--- config.mk ---
export PLATFORM = sky130hd
export DESIGN_NAME = led_scan_driver
export DESIGN_NICKNAME = d
export VERILOG_FILES = /design/src/rtl/led_scan_driver_pkg.sv /design/src/rtl/hex7seg_decode.sv /design/src/rtl/led_scan_driver.sv
export SDC_FILE = /design/constraint.sdc
export NUM_CORES = 1
export LEC_CHECK = 0
export CORE_UTILIZATION = 41
export CTS_CLUSTER_SIZE = 10
export DETAILED_ROUTE_END_ITERATION = 10
export SLEW_MARGIN = 20
export SYNTH_ARGS = -nofsm -noshare
export SYNTH_HDL_FRONTEND = slang
export SYNTH_HIERARCHICAL = 1
export SYNTH_SLANG_ARGS = --single-unit
--- constraint.sdc ---
create_clock -name clk -period 3 [get_ports clk]
set_input_delay 0.3 -clock clk [delete_from_list [all_inputs] [get_ports clk]]
set_output_delay 0.3 -clock clk [all_outputs]
set_load 0.05 [all_outputs]
--- src/rtl/led_scan_driver_pkg.sv ---
// Shared constants for the multiplexed seven-segment LED scan driver.
package led_scan_driver_pkg;

  localparam int unsigned NUM_DIGITS = 8;
  localparam int unsigned NIB_W      = 4;
  localparam int unsigned SEG_W      = 7;
  localparam int unsigned DATA_W     = NUM_DIGITS * NIB_W;

  localparam logic [SEG_W-1:0]      SEG_BLANK = 7'h7F;
  localparam logic [NUM_DIGITS-1:0] AN_OFF    = 8'hFF;

  // Active-low gfedcba patterns for hex digits 0..F.
  localparam logic [SEG_W-1:0] HEX_SEG [16] = '{
    7'h40, 7'h79, 7'h24, 7'h30, 7'h19, 7'h12, 7'h02, 7'h78,
    7'h00, 7'h10, 7'h08, 7'h03, 7'h46, 7'h21, 7'h06, 7'h0E
  };

endpackage

--- src/rtl/hex7seg_decode.sv ---
// Combinational hex nibble to active-low seven-segment pattern.
module hex7seg_decode
  import led_scan_driver_pkg::*;
(
  input  logic [NIB_W-1:0] nibble,
  output logic [SEG_W-1:0] seg_c
);

  assign seg_c = HEX_SEG[nibble];

endmodule

--- src/rtl/led_scan_driver.sv ---
// Scans a per-frame snapshot of a 32-bit value across 8 common-anode hex digits.
module led_scan_driver
  import led_scan_driver_pkg::*;
#(
  parameter int unsigned TICK_CYCLES = 100000,
  parameter int unsigned BLANK_LZ    = 1
) (
  input  logic                  clk,
  input  logic                  clr,
  input  logic [DATA_W-1:0]     leddata,
  output logic [NUM_DIGITS-1:0] an,
  output logic [SEG_W-1:0]      seg,
  output logic                  dp,
  output logic                  frame_start
);

  localparam int unsigned CNT_W = (TICK_CYCLES > 1) ? $clog2(TICK_CYCLES) : 1;
  localparam int unsigned IDX_W = $clog2(NUM_DIGITS);

  logic [CNT_W-1:0]  cnt;
  logic [IDX_W-1:0]  idx;
  logic [DATA_W-1:0] shadow;
  logic              first;

  logic              tick_c;
  logic              load_c;
  logic [NIB_W-1:0]  nib_c;
  logic [DATA_W-1:0] upper_c;
  logic              blank_c;
  logic [SEG_W-1:0]  dec_seg_c;

  assign tick_c  = (cnt == CNT_W'(TICK_CYCLES - 1));
  assign load_c  = first | (tick_c & (idx == IDX_W'(NUM_DIGITS - 1)));
  assign nib_c   = shadow[{idx, 2'b00} +: NIB_W];
  assign upper_c = shadow >> {idx, 2'b00};
  // Digit 0 is never blanked so a zero value still shows a single "0".
  assign blank_c = (BLANK_LZ == 1) && (idx != '0) && (upper_c == '0);

  hex7seg_decode u_dec (
    .nibble (nib_c),
    .seg_c  (dec_seg_c)
  );

  // The load edge after reset leaves cnt at 0 so the first digit gets a full tick,
  // and frame_start lines up with the first displayed digit of each new snapshot.
  always_ff @(posedge clk or negedge clr) begin
    if (!clr) begin
      cnt         <= '0;
      idx         <= '0;
      shadow      <= '0;
      first       <= 1'b1;
      an          <= AN_OFF;
      seg         <= SEG_BLANK;
      dp          <= 1'b1;
      frame_start <= 1'b0;
    end else begin
      first       <= 1'b0;
      dp          <= 1'b1;
      frame_start <= !first && (idx == '0) && (cnt == '0);
      if (load_c) begin
        shadow <= leddata;
      end
      if (!first) begin
        cnt <= tick_c ? '0 : cnt + CNT_W'(1);
        if (tick_c) begin
          idx <= idx + IDX_W'(1);
        end
      end
      if (first || blank_c) begin
        an  <= AN_OFF;
        seg <= SEG_BLANK;
      end else begin
        an  <= ~(NUM_DIGITS'(1) << idx);
        seg <= dec_seg_c;
      end
    end
  end

endmodule

## Word level (Yosys, flattened, before mapping)

Memory sizes are Yosys's and may differ from the RTL's.
Cells that the tools add are included.

| operators by class | value |
|---|---|
| add/sub/neg operators | 2 |
| multipliers | 0 |
| div/mod/pow operators | 0 |
| magnitude comparators | 1 |
| eq/ne operators | 2 |
| shift operators | 3 |
| muxes and demuxes | 5 |
| bitwise gates (word level) | 5 |
| reduce and logical (&&, ||, !) cells | 10 |

Operators with widths:

| cell | count |
|---|---|
| zero test 32 bit | 1 |
| variable part select 32 x 6 -> 4 bit | 1 |
| right shift 32 x 5 -> 32 bit | 1 |
| two-way mux 7 bit | 3 |
| adder 17 x 1 -> 17 bit (second input constant) | 1 |
| == test 17 bit (second input constant) | 1 |
| zero test 17 bit | 1 |
| two-way mux 17 bit | 1 |
| two-way mux 8 bit | 1 |
| inverter 8 bit | 1 |
| << shifter 1 x 3 -> 8 bit (first input constant) | 1 |
| greater-or-equal comparator 5 bit (second input constant) | 1 |
| inverter 4 -> 5 bit | 1 |
| adder 3 x 1 -> 3 bit (second input constant) | 1 |
| == test 3 bit (second input constant) | 1 |
| logical AND 1 bit | 3 |
| zero test 3 bit | 1 |
| nonzero test 3 bit | 1 |
| AND reduction 2 bit | 1 |
| bitwise AND 1 bit | 1 |
| zero test 1 bit | 1 |
| logical OR 1 bit | 1 |
| inverter 1 bit | 1 |
| bitwise OR 1 bit | 1 |

| storage, ports and cells | value |
|---|---|
| register bits | 69 |
| latch bits | 0 |
| RAM bits | 0 |
| memory bits (read-only) | 112 |
| bits of input ports | 34 |
| output and inout port bits | 17 |
| logic and storage cells | 36 |
| memories kept | 1 |

Memory list:

| name | depth | bits a word | rd ports | clocked after memory_dff | wr ports | line | RTL |
|---|---|---|---|---|---|---|---|
| (no name shown) | 16 | 7 | 1 | 0 | 0 | hex7seg_decode.sv:9 | `assign seg_c = HEX_SEG[nibble];` |

## Logic depth before layout (Yosys ltp)

Gate-level depths: netlist of the first run.

| depth | value |
|---|---|
| depth after elaboration | 6 |
| gate-level depth with buffers | 10 |
| gate-level depth less buffers | 9 |

## Modules after synthesis

The synthesis of the first run kept the hierarchy.

By module, submodules not included:

| module | instances | cells an instance | area an instance (µm²) |
|---|---|---|---|
| led_scan_driver | 1 | 294 | 3483.3 |
| hex7seg_decode | 1 | 33 | 274.0 |

## Least setup slack after synthesis of the first run

Ideal clock, no wire load.

| timing | value |
|---|---|
| path type | register to register |
| start point | register idx[2] |
| end point | register seg[3] |
| arrival | 2.266 ns |
| path slack | 0.639 ns |
| cell stages (with the launch flop) | 10 |
| path buffers | 1 |
| cell sequence | dfrtp_1 -> buf_4 -> mux4_2 -> mux2i_1 -> inv_1 -> inv_1 -> ha_1 -> inv_1 -> mux4_1 -> o21bai_1 |

| on the way | value |
|---|---|
| longest elaborated chain between the ends | 6 |
| elaborated cells between the ends (all ways) | 11 |
| those cells by class | 2 x shift; 3 x mux; 1 x bitwise; 4 x reduce/logical; 1 x memory |

Ends and longest elaborated chain:

| item | line | RTL |
|---|---|---|
| start: declaration | led_scan_driver.sv:21 | `logic [IDX_W-1:0] idx;` |
| start signal: assignment | led_scan_driver.sv:66 | `idx <= idx + IDX_W'(1);` |
| variable part select 32 x 6 -> 4 bit | led_scan_driver.sv:34 | `assign nib_c = shadow[{idx, 2'b00} +: NIB_W];` |
| net nib_c[0] | led_scan_driver.sv:27 | `logic [NIB_W-1:0] nib_c;` |
| inverter 4 -> 5 bit (not written as such) | hex7seg_decode.sv:9 |  |
| memory (16 x 7 bit) | n/a |  |
| two-way mux 7 bit (not written as such) (2 in a row) | hex7seg_decode.sv:9 |  |
| net dec_seg_c[3] | led_scan_driver.sv:30 | `logic [SEG_W-1:0] dec_seg_c;` |
| two-way mux 7 bit | led_scan_driver.sv:69 | `if (first \|\| blank_c) begin` |
| end signal: assignment | led_scan_driver.sv:74 | `seg <= dec_seg_c;` |
| end: declaration | led_scan_driver.sv:12 | `output logic [SEG_W-1:0] seg,` |

The timed path passes the listed nets, and every way through them passes these cells. The select of a mux whose other input is x is not followed.
A chain may end at the register's enable or synchronous reset.

## Worst setup path in the final report of the first run

| timing | value |
|---|---|
| start point | register idx[0] |
| end point | register seg[3] |

Same word-level chain as after synthesis.

==> impl_metrics.toml, run 1 <==
[timing]
clock.fmax_mhz = 384.6
relSlewSlack_pct = 58.16
holdWs_ns = 0.5070
tightestPinTransition_ns = 0.6276
fin_setup_tns_ns = 0
hold_violations = 0
rsz0062_at_grt = "no"
finalCriticalPeriod_ns = 2.600
drv_slew = 0
period_share_pct = 86.68
setup_violations = 0
fin_skew_ns = 0.01795

[power_and_ir_drop]
seqPwrFrac_pct = 49.7
internal_power_mw = 1.652
leakagePower_nw = 1.855
p_per_area_nw_per_um2 = 513.5
p_comb_share_pct = 19.4
pwr-share-clk_pct = 30.8
power_mw = 2.334
ir_drop_uv = 235.9
power.switching_uw = 682.5
power_switching_share_pct = 29.24

[detailed_routing]
wire_per_inst_um = 16.40
via_count = 2781
drt-pass1-iter-count = 7
vias_per_cell = 5.618
ant_nets = 0
wirelength_um = 8120
drc = 12
drt_iter0_drc = 118

[status]
outcome = "complete, but fails checks"
failed_checks = "DRC"

[cells_and_area]
area_delta_synth_final_pct = 20.98
final_common_cell = "dfrtp_1"
area.sequential_um2 = 1747
multi_input_area_um2 = 1878
fill_cells = 789
antenna_cells = 0
fin_nets = 431
fin_util_pct = 51.62
layout_common_cells = "dfrtp_1 (53), clkdlybuf4s50_1 (48), mux2_2 (31)"
layout-drive-gt1-share_pct = 21.96

[synth]
yosys.area_share.xor_xnor_pct = 3.263
synth_compound_area_share_pct = 8.958
postSynthAreaPerCell_um2 = 11.49
ys_ff_latch = 69
ys_seq_area_share_pct = 46.49
synth-simple-area-share_pct = 13.85
async_reset_ff_share_pct = 100.0
synthAdderAreaFrac_pct = 4.995
yosysWarnings = 6
ys_types = 53
syn-cell-area_um2 = 3757
synthMuxAreaShare_pct = 18.61
synth_top_family_by_area = "multiplexers"
synthesis.nets = 376
postSynthCellCount = 327
synthFlopType = "dfrtp_1"
synth-edff-count = 0

[clocking]
cts_tree = "yes"
insertion_delay_ns = 0.35
max-clock-path-buffers = 2
htreeDepth = 3
cts_buffers = 9
clk_pin_slew_worst_paths_ns = 0.07
cts.sinks = 69
cts_resized = 0
root_buffer = "clkbuf_8"

[worst_setup_path]
cp_num_buf_inv = 1
crit_chain = "buf_4, mux4_2, nand2_1, nand2_1, mux4_1, o21bai_1"
start_kind = "register"
worstPathRequired_ns = 3.26
arrival_ns = 2.86
critPathCaptureType = "register"
crit_top_cell = "nand2_1"
r2r_cells = 6
crit_type = "reg -> reg"
max_stage_delay_ns = 0.67
crit_fanout = 13
crit_family = "multiplexers"
cp.depth = 6
slowest_stage = "dfrtp_1"

[grt]
grt_max_degree = 38
grt_pass1_wl_um = 14080
grt_usage_pct = 18.90
overflow = 0
grt_pass1_vias = 2868
antenna_found_initial = 0

[job]
drv_cap = 0

[floorplan]
dieArea_um2 = 9551
start_util_pct = 42.67
placement_rows = 34
die_h_um = 97.73
fp.dieW_um = 97.73
pin_count = 51
core-area_um2 = 8806

[worst_hold_path]
hp-class = "in -> async"

[place]
place.gp.congestion = 0.9585
dp_hpwl_um = 6065
port_buffers = 49
-- state kept, by name, indices dropped and copies added, names as in the netlist --
register / cells
idx: 3
frame_start: 1
shadow: 32
seg: 7
an: 8
cnt: 17
first: 1
-- logic make-up (layout without fill, tap and decap cells) --
kind of cell    after synthesis  count (layout)
compound gates               46              46
simple gates                104             104
xor+xnor                     14              14
flops                        69              69
mux                          50              50
other cells                   2               2
buf+inv                      27              87
fa+ha+maj                    15              15
-- synth_stat cells, types with 3 or more instances --
master / instances / area share, %
nand3_1: 11 / 1.5
xnor2_1: 9 / 2.1
xor2_1: 5 / 1.2
nor3_1: 14 / 1.9
nand2b_1: 3 / 0.50
mux2_2: 31 / 9.3
a22o_1: 3 / 0.70
nor2_1: 23 / 2.3
buf_2: 7 / 0.93
o31ai_1: 4 / 0.80
dfstp_2: 16 / 11
mux2i_1: 5 / 1.3
nor4_1: 10 / 1.7
o21bai_1: 7 / 1.4
nor3b_1: 5 / 1.0
buf_4: 5 / 1.0
mux4_2: 11 / 6.6
o21ai_0: 8 / 1.1
a21oi_1: 5 / 0.67
ha_1: 15 / 5.0
inv_1: 9 / 0.90
nor2b_1: 3 / 0.50
dfrtp_1: 53 / 35
nand4_1: 6 / 1.0
o211ai_1: 4 / 0.80
nand2_1: 22 / 2.2
-- layout make-up --
cell class | instances | share of cell area [%]
Clock buffer | 14 | 3.138
Timing Repair Buffer | 59 | 12.39
Clock inverter | 2 | 0.7707
Tap cell | 108 | 2.973
Sequential cell | 69 | 38.43
Multi-Input combinational cell | 231 | 41.32
Inverter | 12 | 0.9909
-- layer usage --
| layer | wire length (µm) | global-route usage (%) | vias up |
|---|---|---|---|
| met5 | 0 | 0 | - |
| met4 | 130 | 7.226 | 0 |
| met3 | 450 | 4.653 | 10 |
| met2 | 3846 | 30.39 | 90 |
| met1 | 3693 | 24.80 | 1373 |
| li1 | - | - | 1308 |
-- worst register-to-register path: cells and delay by family, from the launching register on --
| kind | cells | cell delay (ns) |
|---|---|---|
| AO/OA/AOI/OAI | 1 | 0.16 |
| buffers and inverters | 1 | 0.29 |
| AND/OR/NAND/NOR | 2 | 0.36 |
| flip-flops | 1 | 0.67 |
| multiplexers | 2 | 1.03 |
-- through the flow --
step | cell area [µm²] | cells | worst slack [ns]
6_report | 4546 | 495 | 0.3997
5_1_grt | 4546 | 495 | 0.2109
4_1_cts | 4546 | 495 | 0.3701
3_5_place_dp | 4358 | 478 | 0.3727
3_3_place_gp | 4358 | 478 | 0.3979
2_1_floorplan | 3757 | 327 | 0.6395
-- power by group through the flow --
stage	combinational (mW)	sequential [mW]	clock, mW
after floorplan	0.263	1.20	0
after detailed placement	0.460	1.18	0
after CTS	0.461	1.16	0.747
after global placement	0.449	1.17	0
after global routing	0.504	1.18	0.784
final	0.454	1.16	0.720
-- repair_timing --
item                                   4_1_cts  5_1_grt
setup buffers                                0        0
hold buffers                                 1        0
endpoints found under the hold margin       17        0
-- final timing paths --
path,start,to,slack [ns]
hold reg to reg,cnt[14]$_DFFE_PN0N_,cnt[14]$_DFFE_PN0N_,0.51
setup / recovery,idx[0]$_DFFE_PN0P_,seg[3]$_DFF_PN1_,0.40
hold / removal,clr,cnt[6]$_DFFE_PN0N_,0.51
max in group asynchronous,clr,first$_DFF_PN1_,2.11
min in group clk,cnt[14]$_DFFE_PN0N_,cnt[14]$_DFFE_PN0N_,0.51
setup reg to reg,idx[0]$_DFFE_PN0P_,seg[3]$_DFF_PN1_,0.40
Note: power is estimated with default switching activity, not from simulation.
==> run 2, diff against run 1 <==
Settings changed: DONT_BUFFER_PORTS set to 1.
==> run 2 against run 1 <==
The flow still finishes with violations (DRC). Register-to-register slack got worse by 0.08 ns. Combinational power down 28%. Sequential power up 5%. Count of clock-buffer cells in the layout shrank 5. Critical path depth rose by 2. Critical path type unchanged. Non-clock buffer count down 49. Clock power increased by 15%. Maximum frequency decreased by 2.8%. Global-route usage shrank 0.26 points. Power up 2.1%. Highest routed layer unchanged. Critical endpoint unchanged. Sequential share of layout area increased by 3.9 points. Clock skew decreased by 0.0079 ns.
==> impl_metrics.toml, run 2 (same netlist as run 1, synthesis figures left out) <==
[status]
outcome = "complete, but fails checks"
failed_checks = "DRC"

[detailed_routing]
drt_iter0_drc = 128
ant_nets = 0
wire_per_inst_um = 18.40
via_count = 2589
wirelength_um = 8207
drt-pass1-iter-count = 7
drc = 12
vias_per_cell = 5.805

[grt]
grt_pass1_vias = 2672
grt_usage_pct = 18.64
grt_pass1_wl_um = 13880
overflow = 0
grt_max_degree = 70
antenna_found_initial = 0

[worst_setup_path]
critPathCaptureType = "register"
crit_top_cell = "inv_1"
r2r_start = "idx[0]$_DFFE_PN0P_"
ff2ff_setup_slack_ns = 0.32
worstPathRequired_ns = 3.26
crit_chain = "clkinv_1, mux2i_1, inv_1, inv_1, ha_1, inv_1, mux4_1, o21bai_1"
r2r_cells = 8
cp_num_buf_inv = 4
max_stage_delay_ns = 0.68
start_kind = "register"
crit_fanout = 13
cp.depth = 8
arrival_ns = 2.93
crit_type = "reg -> reg"
slowest_stage = "dfrtp_1"
crit_family = "multiplexers"
r2r_end = "seg[3]$_DFF_PN1_"

[cells_and_area]
largestRegisters = "shadow x32, cnt x17, an x8"
fin_nets = 382
layout_common_cells = "dfrtp_1 (53), mux2_2 (31), nor2_1 (23)"
layout-drive-gt1-share_pct = 26.33
largest_reg_flops = 32
fill_cells = 807
area_delta_synth_final_pct = 9.757
top_register = "shadow"
final_common_cell = "dfrtp_1"
antenna_cells = 0
fin_util_pct = 46.83
fin_area_um2 = 4124

[worst_hold_path]
hp-class = "in -> reg"
hold_path_end = "shadow[1]$_DFFE_PN0P_"
hold_depth = 1
hp-start = "leddata[1]"

[timing]
fin_skew_ns = 0.01007
relSlewSlack_pct = 58.07
holdWs_ns = 0.09441
setup_violations = 0
rsz0062_at_grt = "no"
finalCriticalPeriod_ns = 2.676
fin_setup_tns_ns = 0
drv_slew = 0
clock.fmax_mhz = 373.8
tightestPinTransition_ns = 0.6289
period_share_pct = 89.18
hold_violations = 0

[floorplan]
pin_count = 51
die_h_um = 97.73
start_util_pct = 42.67
fp.dieW_um = 97.73
placement_rows = 34
core-area_um2 = 8806
dieArea_um2 = 9551

[clocking]
max-clock-path-buffers = 2
root_buffer = "clkbuf_8"
clk_pin_slew_worst_paths_ns = 0.08
cts_resized = 0
cts.sinks = 69
cts_buffers = 9
cts_setup_buffers = 0
cts_hold_buf = 2
cts_tree = "yes"
htreeDepth = 3
insertion_delay_ns = 0.35

[place]
port_buffers = 0
place.gp.congestion = 0.9760
place_area_um2 = 3872
dp_hpwl_um = 5917

[power_and_ir_drop]
ir_drop_uv = 231.3
p_per_area_nw_per_um2 = 578.0
leakagePower_nw = 1.686
power_mw = 2.384

[job]
drv_cap = 0
run 2: cell types whose count changed in the layout (fill, tap and decap cells not counted), moves of 2 or more:
cell | previous run | this run
clkdlybuf4s50_1 | 48 | 0
clkbuf_1 | 5 | 0
clkinv_2 | 1 | 3
clkinvlp_4 | 0 | 2
run 2: metal layers:
layer / track usage (%) / up-vias / routed length (µm) / share of wire (%)
li1: - / 1212 / - / -
met1: 25.58 / 1289 / 3809 / 46
met2: 28.59 / 70 / 3890 / 47
met3: 3.722 / 18 / 346 / 4.2
met4: 8.625 / 0 / 160 / 1.9
met5: 0 / - / 0 / 0
run 2: how the worst max path moves through the flow:
stage	from	end	slack (ns)
2_1_floorplan	idx[2]$_DFFE_PN0P_	seg[3]$_DFF_PN1_	0.64
3_3_place_gp	idx[0]$_DFFE_PN0P_	seg[6]$_DFF_PN1_	0.40
3_5_place_dp	idx[0]$_DFFE_PN0P_	seg[3]$_DFF_PN1_	0.34
4_1_cts	idx[0]$_DFFE_PN0P_	seg[3]$_DFF_PN1_	0.31
5_1_grt	idx[0]$_DFFE_PN0P_	seg[3]$_DFF_PN1_	0.07
6_report	idx[0]$_DFFE_PN0P_	seg[3]$_DFF_PN1_	0.32
run 2: metrics by stage:
step,std cells,setup slack (ns)
2_1_floorplan,327,0.6395
3_3_place_gp,428,0.4001
3_5_place_dp,428,0.3444
4_1_cts,446,0.3106
5_1_grt,446,0.07398
6_report,446,0.3245
run 2: worst register-to-register path, cell delays in order (launching register included):
cell and delay (ns):
dfrtp_1 0.68, clkinv_1 0.33, mux2i_1 0.36, inv_1 0.20, inv_1 0.17, ha_1 0.15
inv_1 0.05, mux4_1 0.48, o21bai_1 0.17
run 2: power breakdown:
part / leakage [nW] / internal, mW / switching (mW) / total, mW
sequential: 0.820 / 1.04 / 0.182 / 1.22
combinational: 0.760 / 0.168 / 0.161 / 0.329
clock: 0.105 / 0.463 / 0.367 / 0.830
run 2: area by class of cell:
class / count / area, µm² / area share [%]
Multi-Input combinational cell: 231 / 1886 / 45.72
Clock buffer: 9 / 123.9 / 3.004
Inverter: 12 / 45.04 / 1.092
Clock inverter: 7 / 90.09 / 2.184
Timing Repair Buffer: 10 / 97.59 / 2.367
Tap cell: 108 / 135.1 / 3.277
Sequential cell: 69 / 1747 / 42.35
